`config.mk`:
```
export PLATFORM = sky130hd
export DESIGN_NAME = gate_model_bist
export DESIGN_NICKNAME = d
export VERILOG_FILES = /design/src/rtl/gate_bist_pkg.sv /design/src/rtl/gate_bist_misr.sv /design/src/rtl/gate_model_bist.sv
export SDC_FILE = /design/constraint.sdc
export NUM_CORES = 1
export LEC_CHECK = 0
export ABC_AREA = 1
export CORE_MARGIN = 3
export CORE_UTILIZATION = 40
export CTS_CLUSTER_DIAMETER = 100
export DETAILED_ROUTE_END_ITERATION = 8
export GPL_TIMING_DRIVEN = 0
export HOLD_SLACK_MARGIN = 0.08
export PLACE_DENSITY = 0.79
export SYNTH_ARGS = -nofsm -noshare
export SYNTH_HDL_FRONTEND = slang
export SYNTH_SLANG_ARGS = --single-unit
```
`constraint.sdc`:
```
create_clock -name clk -period 1.3 [get_ports clk]
set_input_delay 0.195 -clock clk [delete_from_list [all_inputs] [get_ports clk]]
set_output_delay 0.195 -clock clk [all_outputs]
set_load 0.03 [all_outputs]
```
`src/rtl/gate_bist_pkg.sv`:
```
// Shared types and step functions for the gate-model BIST harness.
// Step functions work on a fixed 64-bit carrier; the caller passes the live width.
package gate_bist_pkg;

   localparam int unsigned MaxW = 64;

   typedef logic [1:0] bist_state_t;

   localparam bist_state_t StIdle = 2'd0;
   localparam bist_state_t StRun  = 2'd1;
   localparam bist_state_t StDone = 2'd2;

   function automatic logic [MaxW-1:0] width_mask(input int unsigned w);
      logic [MaxW-1:0] m;
      m = '0;
      for (int i = 0; i < int'(MaxW); i++) begin
         m[i] = (i < int'(w));
      end
      return m;
   endfunction

   // Galois step: shift left, fold the bit shifted out of position w-1 back in via poly.
   function automatic logic [MaxW-1:0] lfsr_step(input logic [MaxW-1:0] v,
                                                 input logic [MaxW-1:0] poly,
                                                 input int unsigned     w);
      logic [MaxW-1:0] r;
      logic            msb;
      msb = 1'b0;
      for (int i = 0; i < int'(MaxW); i++) begin
         if (i == int'(w) - 1) msb = v[i];
      end
      r = (v << 1) & width_mask(w);
      if (msb) r = r ^ poly;
      return r & width_mask(w);
   endfunction

   function automatic logic [MaxW-1:0] misr_step(input logic [MaxW-1:0] v,
                                                 input logic [MaxW-1:0] poly,
                                                 input logic [MaxW-1:0] d,
                                                 input int unsigned     w);
      return lfsr_step(v, poly, w) ^ (d & width_mask(w));
   endfunction

endpackage

```
`src/rtl/gate_bist_misr.sv`:
```
// Multiple-input signature register compacting gate-model responses.
module gate_bist_misr
   import gate_bist_pkg::*;
#(
   parameter int unsigned           SIG_W     = 16,
   parameter int unsigned           OUT_W     = 10,
   parameter logic [SIG_W-1:0]      MISR_POLY = SIG_W'('h100B)
) (
   input  logic             clk,
   input  logic             rst,
   input  logic             clr,
   input  logic             en,
   input  logic [OUT_W-1:0] d,
   output logic [SIG_W-1:0] sig
);

   logic [SIG_W-1:0] sig_q, sig_d;

   if (OUT_W < 1 || OUT_W > SIG_W) begin : g_bad_out_w
      $error("gate_bist_misr: OUT_W must be in 1..SIG_W");
   end
   if (SIG_W < 2 || SIG_W > MaxW) begin : g_bad_sig_w
      $error("gate_bist_misr: SIG_W out of range");
   end

   always_comb begin
      sig_d = sig_q;
      if (clr) begin
         sig_d = '0;
      end else if (en) begin
         sig_d = SIG_W'(misr_step(MaxW'(sig_q), MaxW'(MISR_POLY), MaxW'(d), SIG_W));
      end
   end

   always_ff @(posedge clk) begin
      if (rst) sig_q <= '0;
      else     sig_q <= sig_d;
   end

   assign sig = sig_q;

endmodule

```
`src/rtl/gate_model_bist.sv`:
```
// BIST harness: LFSR stimulus into an external gate model, MISR over its response,
// and a run/done FSM that compares the final signature against EXP_SIG.
module gate_model_bist
   import gate_bist_pkg::*;
#(
   parameter int unsigned      IN_W      = 21,
   parameter int unsigned      OUT_W     = 10,
   parameter int unsigned      SIG_W     = 16,
   parameter int unsigned      PATTERNS  = 1024,
   parameter logic [IN_W-1:0]  LFSR_SEED = IN_W'(1),
   parameter logic [IN_W-1:0]  LFSR_POLY = IN_W'('h140000),
   parameter logic [SIG_W-1:0] MISR_POLY = SIG_W'('h100B),
   parameter logic [SIG_W-1:0] EXP_SIG   = '0
) (
   input  logic             clk,
   input  logic             rst,
   input  logic             start,
   input  logic             abort,
   output logic [IN_W-1:0]  dut_in,
   input  logic [OUT_W-1:0] dut_out,
   output logic             busy,
   output logic             done,
   output logic             pass,
   output logic [SIG_W-1:0] signature
);

   localparam int unsigned CntW = $clog2(PATTERNS + 1);

   if (IN_W < 2 || IN_W > MaxW) begin : g_bad_in_w
      $error("gate_model_bist: IN_W out of range");
   end
   if (PATTERNS < 1) begin : g_bad_patterns
      $error("gate_model_bist: PATTERNS must be at least 1");
   end
   if (LFSR_SEED == '0) begin : g_bad_seed
      $error("gate_model_bist: LFSR_SEED of zero locks the LFSR");
   end

   bist_state_t      state_q, state_d;
   logic [IN_W-1:0]  lfsr_q, lfsr_d;
   logic [CntW-1:0]  cnt_q, cnt_d;
   logic             misr_clr, misr_en;
   logic [SIG_W-1:0] sig;

   always_comb begin
      state_d  = state_q;
      lfsr_d   = lfsr_q;
      cnt_d    = cnt_q;
      misr_clr = 1'b0;
      misr_en  = 1'b0;
      // Abort wins over everything, including a simultaneous start.
      if (abort) begin
         state_d  = StIdle;
         lfsr_d   = LFSR_SEED;
         cnt_d    = '0;
         misr_clr = 1'b1;
      end else begin
         case (state_q)
            StIdle, StDone: begin
               if (start) begin
                  state_d  = StRun;
                  lfsr_d   = LFSR_SEED;
                  cnt_d    = '0;
                  misr_clr = 1'b1;
               end
            end
            StRun: begin
               misr_en = 1'b1;
               lfsr_d  = IN_W'(lfsr_step(MaxW'(lfsr_q), MaxW'(LFSR_POLY), IN_W));
               cnt_d   = cnt_q + CntW'(1);
               if (cnt_q == CntW'(PATTERNS - 1)) state_d = StDone;
            end
            default: begin
               state_d  = StIdle;
               lfsr_d   = LFSR_SEED;
               cnt_d    = '0;
               misr_clr = 1'b1;
            end
         endcase
      end
   end

   always_ff @(posedge clk) begin
      if (rst) begin
         state_q <= StIdle;
         lfsr_q  <= LFSR_SEED;
         cnt_q   <= '0;
      end else begin
         state_q <= state_d;
         lfsr_q  <= lfsr_d;
         cnt_q   <= cnt_d;
      end
   end

   gate_bist_misr #(
      .SIG_W     (SIG_W),
      .OUT_W     (OUT_W),
      .MISR_POLY (MISR_POLY)
   ) u_misr (
      .clk (clk),
      .rst (rst),
      .clr (misr_clr),
      .en  (misr_en),
      .d   (dut_out),
      .sig (sig)
   );

   assign dut_in    = lfsr_q;
   assign busy      = (state_q == StRun);
   assign done      = (state_q == StDone);
   assign pass      = done && (sig == EXP_SIG);
   assign signature = sig;

endmodule

```
==> results.tsv, run 1 <==
stage	metric	value	unit
finish	Inserted Diodes	0	
logic_synthesis	number of synthesized flops with an enable pin	0	
cts	clk sink count	50	
cts	total CTS buffers	5	
critical_path	CP startpoint kind	register	
critical_path	crit path buf inv count	1	
cts	CTS clk-pin slew, worst paths	0.10	ns
route	Avg WL per Cell	14.6	microns
pwr	leakage dissipation	0.00125	uW
logic_synthesis	Top FF cell, synth	dfxtp_1	
cts	clock latency on the worst-skew pair	0.32	ns
sta	min setup slack post-route	-0.341	ns
logic_synthesis	Seq/Total Area, Yosys	45.5	%
route	final WL	6360	microns
logic_synthesis	Post-Syn Area per Cell	7.75	sq um
global_routing	initial antenna violation count	0	
route	number of routed nets with antenna violations	0	
sta	clk_skew	0.0123	ns
run_status	status	complete, but fails checks	
sta	Slew Limit Fails	0	
global_routing	global-route wire length before repair	9100	microns
finish	Area Growth Syn to Fin	49.7	%
logic_synthesis	Synth cell types	28	
floorplanning	Placement Rows	26	
critical_path	crit path kind	register to output pin	
finish	Reg area	0.00103	sq mm
critical_path	Critical Path RT	1.11	ns
logic_synthesis	area leader, netlist	dfxtp_1	
critical_path	crit path DAT	1.45	ns
critical_path	Crit. End Element	output pin	
cts	Clock Tree Root	clkbuf_8	
logic_synthesis	synth top area cells	dfxtp_1 46%, nand2_1 13%, a21oi_1 9.6%	
finish	combined area of the multi-input logic cells	0.00121	sq mm
sta	Final Hold Fails	0	
worst_hold_path	Hold Crit Class	register to register	
logic_synthesis	post-synthesis async set-or-reset flop share	0	%
global_routing	grt ovf	0	
critical_path	slowest CP cell	dfxtp_4	
sta	Relative slew margins	78.3	%
job	Max-cap violations	0	
worst_hold_path	Hold Path Stages	1	
critical_path	CP Cell Sequence	nor2_1 -> nand3_1 -> nor4_4 -> buf_6	
logic_synthesis	synthesized cell area	0.00220	sq mm
route	routed via count	2189	
critical_path	Critical Path Max Stage Delay	0.36	ns
global_routing	largest net degree at the start of global routing	17	
finish	post-route design area	0.00329	sq mm
run_status	failing checks	setup timing	
route	DRT Pass-1 Iters	6	
critical_path	CP delay by family, top	simple AND/OR/NAND/NOR gates	
global_routing	Tot GR Track Use	18.0	%
floorplanning	initial core utilization	42.3	%
logic_synthesis	Ys Warns	0	
logic_synthesis	post-synth top area share	45.5	%
finish	fillcell total	427	
sta	RSZ-0062 raised after global routing	true	
logic_synthesis	syn nets	299	
sta	count of final setup violators	18	
place	gpl congestion	0.853	
pwr	Cell Pwr Density	909	mW/mm^2
floorplanning	Die Span Y	80.2	microns
place	hpwl dp	3750	microns
place	I/O Buffers	53	
sta	minimum clock period	1.64	ns
finish	Layout Nets	378	
finish	fraction of layout cells with a size suffix above 1	35.2	%
global_routing	number of global-route vias before repair	1960	
route	DR iter-0 viols	163	
sta	Slew @ Worst Pin	0.327	ns
cts	Post-CTS Hold Fix Bufs	0	
sta	fmax	0.609	GHz
route	DR vias/cell	5.04	
route	# DRC	0	
logic_synthesis	Gate Count Post-Synth	284	
cts	clock buffer depth	2	
floorplanning	Core Box Area	0.00520	sq mm
floorplanning	# IOs	54	
cts	CTS tree	yes	
critical_path	CP Depth	4	
pwr	worst vdd ir	0.000695	V
floorplanning	Horiz. Die Dim	80.2	microns
sta	Final Cycle Share	126	%
floorplanning	Die ar.	0.00642	sq mm
sta	total negative slack	-1.83	ns
place	Placed Area	0.00285	sq mm
critical_path	FF-to-FF path depth	8	
logic_synthesis	Synth Register Bits	50	
cts	Clock H-tree levels	2	
critical_path	CP max FO	2	
cells in the mapped netlist, types with 3 or more instances:
cell type  instances
a21oi_1           42
a21oi_2            9
buf_2              5
clkbuf_1           5
dfxtp_1           50
inv_1             12
inv_2              5
nand2_1           78
nand3_1            9
nand4_1            3
nor2_1            18
nor2_4             3
o21ai_0            8
o21ai_2            8
xnor2_1            6
xor2_1             8
metal layers:
metal | routed length, microns | global-route usage (%) | part of all wire [%]
met1 | 2790 | 23.4 | 44
met3 | 259 | 4.26 | 4.1
met2 | 3160 | 28.9 | 50
met4 | 151 | 6.59 | 2.4
met5 | 0 | 0 | 0
power breakdown:
part	switching, uW	leakage [uW]	internal (uW)	total, uW
Combinational	174	0.000780	142	316
Clock	560	0.0000585	578	1140
Sequential	10.3	0.000411	1530	1540
layout by cell type (no fill, tap or decap), drive strengths merged, types with 13 or more instances in the layout:
master / n
clkdlybuf4s50: 13
buf: 35
o21ai: 18
clkbuf: 24
nor2: 21
inv: 19
a21oi: 51
clkdlybuf4s15: 15
nand2: 80
dfxtp: 50
worst reg2reg max path, stage by stage (launching register included):
cell and delay (ns):
dfxtp_4 0.39, inv_4 0.05, nor2_4 0.18, inv_4 0.08, nor2_4 0.24, inv_4 0.09
buf_8 0.15, o21ai_2 0.12, a21oi_2 0.04
repair_timing:
action / 4_1_cts / 5_1_grt
resized for setup: 104 / 97
pin swaps: 7 / 13
gates cloned: 0 / 3
setup endpoints to repair: 79 / 74
hold endpoints to repair: 0 / 0
setup buffers: 5 / 11
flip-flops by register name (all words and copies together) (netlist names):
| signal | flops |
|---|---|
| cnt_q | 11 |
| dut_in | 21 |
| state_q | 2 |
| u_misr.sig | 16 |
kinds of logic after synthesis:
family | after synthesis | share of synthesized area, %
flops | 50 | 45.5
buf+inv | 31 | 6.48
fa+ha+maj | 1 | 0.569
xor+xnor | 14 | 5.57
simple gates | 117 | 22.6
compound gates | 71 | 19.2
through the flow:
step / setup slack, ns / std cells / utilization [%] / hold WS, ns / power (uW)
after floorplan: -0.0701 / 284 / - / 0.342 / 1730
after global placement: -0.589 / 407 / 54.8 / 0.465 / 1820
after detailed placement: -0.604 / 407 / 54.8 / 0.466 / 1820
after CTS: -0.240 / 420 / 58.4 / 0.476 / 2920
after global routing: -0.401 / 434 / 63.2 / 0.484 / 3090
final: -0.341 / 434 / 63.2 / 0.471 / 2990
layout make-up:
| class | instances | area share (%) |
|---|---|---|
| Timing Repair Buffer | 72 | 19.6 |
| Tap cell | 70 | 2.66 |
| Multi-Input combinational cell | 203 | 36.8 |
| Clock inverter | 3 | 1.33 |
| Inverter | 18 | 2.36 |
| Sequential cell | 50 | 31.3 |
| Buffer | 13 | 3.88 |
| Clock buffer | 5 | 2.09 |
path summary, 6_finish.rpt:
kind,slack (ns),to,startpoint
setup reg to reg,-0.15,u_misr.sig[2]$_SDFFE_PP0P_,state_q[0]$_SDFFE_PP0P_
hold / removal,0.47,cnt_q[0]$_SDFFE_PP0P_,cnt_q[0]$_SDFFE_PP0P_
hold reg to reg,0.47,cnt_q[0]$_SDFFE_PP0P_,cnt_q[0]$_SDFFE_PP0P_
setup / recovery,-0.34,pass,u_misr.sig[12]$_SDFFE_PP0P_
No activity file was read; power rests on OpenSTA's default activity.
==> run 2: changes to the inputs <==
--- a/config.mk
+++ b/config.mk
@@ -6,13 +6,14 @@
 export NUM_CORES = 1
 export LEC_CHECK = 0
 export ABC_AREA = 1
+export ABC_CLOCK_PERIOD_IN_PS = 1300
 export CORE_MARGIN = 3
-export CORE_UTILIZATION = 40
+export CORE_UTILIZATION = 41
 export CTS_CLUSTER_DIAMETER = 100
 export DETAILED_ROUTE_END_ITERATION = 8
 export GPL_TIMING_DRIVEN = 0
 export HOLD_SLACK_MARGIN = 0.08
-export PLACE_DENSITY = 0.79
+export PLACE_DENSITY = 0.81
 export SYNTH_ARGS = -nofsm -noshare
 export SYNTH_HDL_FRONTEND = slang
 export SYNTH_SLANG_ARGS = --single-unit
==> run 2 against run 1 <==
Against the previous run:
- sequential power about the same
- register-to-register slack better by 0.02 ns
- sequential share of layout area down 0.30 points
- the flow still finishes with violations (setup timing)
- first-iteration DRC count down 23%
==> results.tsv, run 2 (synthesized netlist as in run 1, its figures left out) <==
stage	metric	value	unit
critical_path	crit path kind	register to output pin	
floorplanning	Die Span Y	79.2	microns
finish	most frequent cells in the layout	70 x nand2_1, 35 x a21oi_1, 35 x dfxtp_1	
sta	Final Hold Fails	0	
pwr	Sw Ratio	24.0	%
pwr	Clock Power Share	37.0	%
cts	clock buffer depth	2	
critical_path	reg2reg start	state_q[1]$_SDFFE_PP0P_	
critical_path	CP startpoint kind	register	
place	gpl congestion	0.852	
critical_path	Reg2Reg Setup Slack	-0.13	ns
route	DRT Pass-1 Iters	4	
finish	Area Growth Syn to Fin	51.6	%
cts	Clock H-tree levels	2	
route	# DRC	0	
critical_path	Critical Path RT	1.11	ns
critical_path	slowest CP cell	dfxtp_4	
floorplanning	Placement Rows	26	
cts	Clock Tree Root	clkbuf_8	
sta	Slew Limit Fails	0	
critical_path	CP Depth	4	
finish	max reg flops	21	
sta	count of final setup violators	19	
sta	clk_skew	0.00806	ns
job	Max-cap violations	0	
critical_path	crit path buf inv count	1	
route	number of routed nets with antenna violations	0	
critical_path	crit path DAT	1.36	ns
pwr	Internal Pwr Total	2250	uW
route	DR vias/cell	5.19	
global_routing	grt ovf	0	
place	hpwl dp	3770	microns
sta	Relative slew margins	79.6	%
place	Placed Instances	407	
global_routing	number of global-route vias before repair	2131	
route	DR iter-0 viols	125	
finish	most common cell after layout, fill and taps aside	nand2_1	
critical_path	crit path launch	u_misr.sig[8]$_SDFFE_PP0P_	
worst_hold_path	Hold Crit Class	register to register	
sta	RSZ-0062 raised after global routing	true	
cts	CTS tree	yes	
floorplanning	# IOs	54	
critical_path	CP max FO	4	
route	wl on met1	2670	microns
pwr	Reg power frac	52.1	%
cts	CTS clk-pin slew, worst paths	0.09	ns
global_routing	global-route wire length before repair	10100	microns
critical_path	CP Cell Sequence	nor2_4 -> nand3_2 -> nor4_4 -> buf_6	
route	routed via count	2242	
critical_path	Crit. End Element	output pin	
route	final WL	6470	microns
sta	minimum clock period	1.56	ns
run_status	status	complete, but fails checks	
cts	total CTS buffers	5	
route	uppermost layer routed	met4	
cts	clk sink count	50	
route	Avg WL per Cell	15.0	microns
critical_path	FF-to-FF path depth	9	
finish	fillcell total	430	
sta	Slew @ Worst Pin	0.307	ns
route	Met3 Wirelength	421	microns
finish	Inserted Diodes	0	
pwr	Power Total	2960	uW
global_routing	Tot GR Track Use	20.2	%
sta	Final Cycle Share	120	%
floorplanning	initial core utilization	42.8	%
cts	clock latency on the worst-skew pair	0.31	ns
pwr	leakage dissipation	0.00124	uW
cts	Post-CTS Hold Fix Bufs	0	
finish	Layout Nets	376	
floorplanning	Horiz. Die Dim	79.2	microns
critical_path	R2R Path End	u_misr.sig[13]$_SDFFE_PP0P_	
pwr	Cell Pwr Density	887	mW/mm^2
floorplanning	Die ar.	0.00628	sq mm
floorplanning	Core Box Area	0.00514	sq mm
critical_path	worst setup path end	pass	
global_routing	largest net degree at the start of global routing	15	
sta	fmax	0.641	GHz
run_status	failing checks	setup timing	
route	Routed met2 length	3210	microns
global_routing	initial antenna violation count	0	
pwr	Combinational Power Share	10.9	%
place	I/O Buffers	53	
critical_path	CP delay by family, top	simple AND/OR/NAND/NOR gates	
critical_path	Critical Path Max Stage Delay	0.37	ns
sta	min setup slack post-route	-0.259	ns
finish	fin cells	432	
finish	fraction of layout cells with a size suffix above 1	38.4	%
pwr	worst vdd ir	0.000784	V
pwr	NetSw	711	uW
==> run 2: changes by cell type in the layout (fill, tap and decap cells not counted), sizes merged <==
cell	before	now
clkdlybuf4s15	15	19
clkdlybuf4s18	1	0
clkbuf	24	28
dlygate4sd2	2	3
buf	35	27
inv	19	17
==> run 2: power by group through the flow <==
stage | registers [uW] | logic [uW] | clock network (uW)
detailed placement | 1580 | 238 | 0
finish | 1540 | 322 | 1100
global route | 1540 | 344 | 1180
global placement | 1580 | 237 | 0
CTS | 1550 | 288 | 1110
floorplan | 1590 | 133 | 0
==> run 2: stage by stage <==
stage          hold WS, ns  setup TNS (ns)  util (%)  area, sq um  setup WS (ns)
6_report             0.479           -1.48      64.9         3340         -0.259
5_1_grt              0.503           -2.98      64.9         3340         -0.299
4_1_cts              0.482           -1.83      61.8         3170         -0.263
3_5_place_dp         0.472          -13.08      55.5         2850         -0.614
3_3_place_gp         0.462          -12.13      55.5         2850         -0.594
2_1_floorplan        0.342          -0.162         -         2230        -0.0701
==> run 2: area by class of cell <==
class / count / area, sq um / share of cell area (%)
flip-flops and latches: 50 / 1030 / 31.0
clock buffers: 7 / 76.3 / 2.29
multi-input cells: 203 / 1260 / 37.7
repair buffers: 72 / 676 / 20.3
inverters: 18 / 82.6 / 2.48
plain buffers: 11 / 90.1 / 2.70
well taps: 70 / 87.6 / 2.63
clock inverters: 1 / 30.0 / 0.900
==> run 2: how the worst min path moves through the flow <==
stage	to	slack, ns	startpoint	depth (start not counted)
6_report	dut_in[19]$_SDFFE_PP0P_	0.48	dut_in[18]$_SDFFE_PP0P_	2
3_5_place_dp	dut_in[19]$_SDFFE_PP0P_	0.47	dut_in[18]$_SDFFE_PP0P_	2
4_1_cts	state_q[0]$_SDFFE_PP0P_	0.48	start	3
3_3_place_gp	dut_in[17]$_SDFFE_PP0P_	0.46	dut_in[16]$_SDFFE_PP0P_	2
2_1_floorplan	state_q[0]$_SDFFE_PP0P_	0.34	start	2
5_1_grt	state_q[0]$_SDFFE_PP0P_	0.50	start	3
==> run 2: worst min-delay path, stage by stage (launching register included) <==
cell,delay [ns]
dfxtp_1,0.33
nand2_1,0.06
a21oi_1,0.05
==> run 2: timing repair <==
item                                   CTS  global route
setup endpoints to repair               74            71
endpoints found under the hold margin    0             0
gates resized for setup                115           101
cloned                                   4             0
setup buffers                           10             7
pin swaps                               10            11
==> run 2: per-layer routing <==
metal / global-route usage (%) / vias to the layer above
met5: 0 / -
met4: 7.04 / 0
met3: 5.10 / 13
met2: 33.3 / 86
met1: 25.4 / 1061
li1: - / 1082
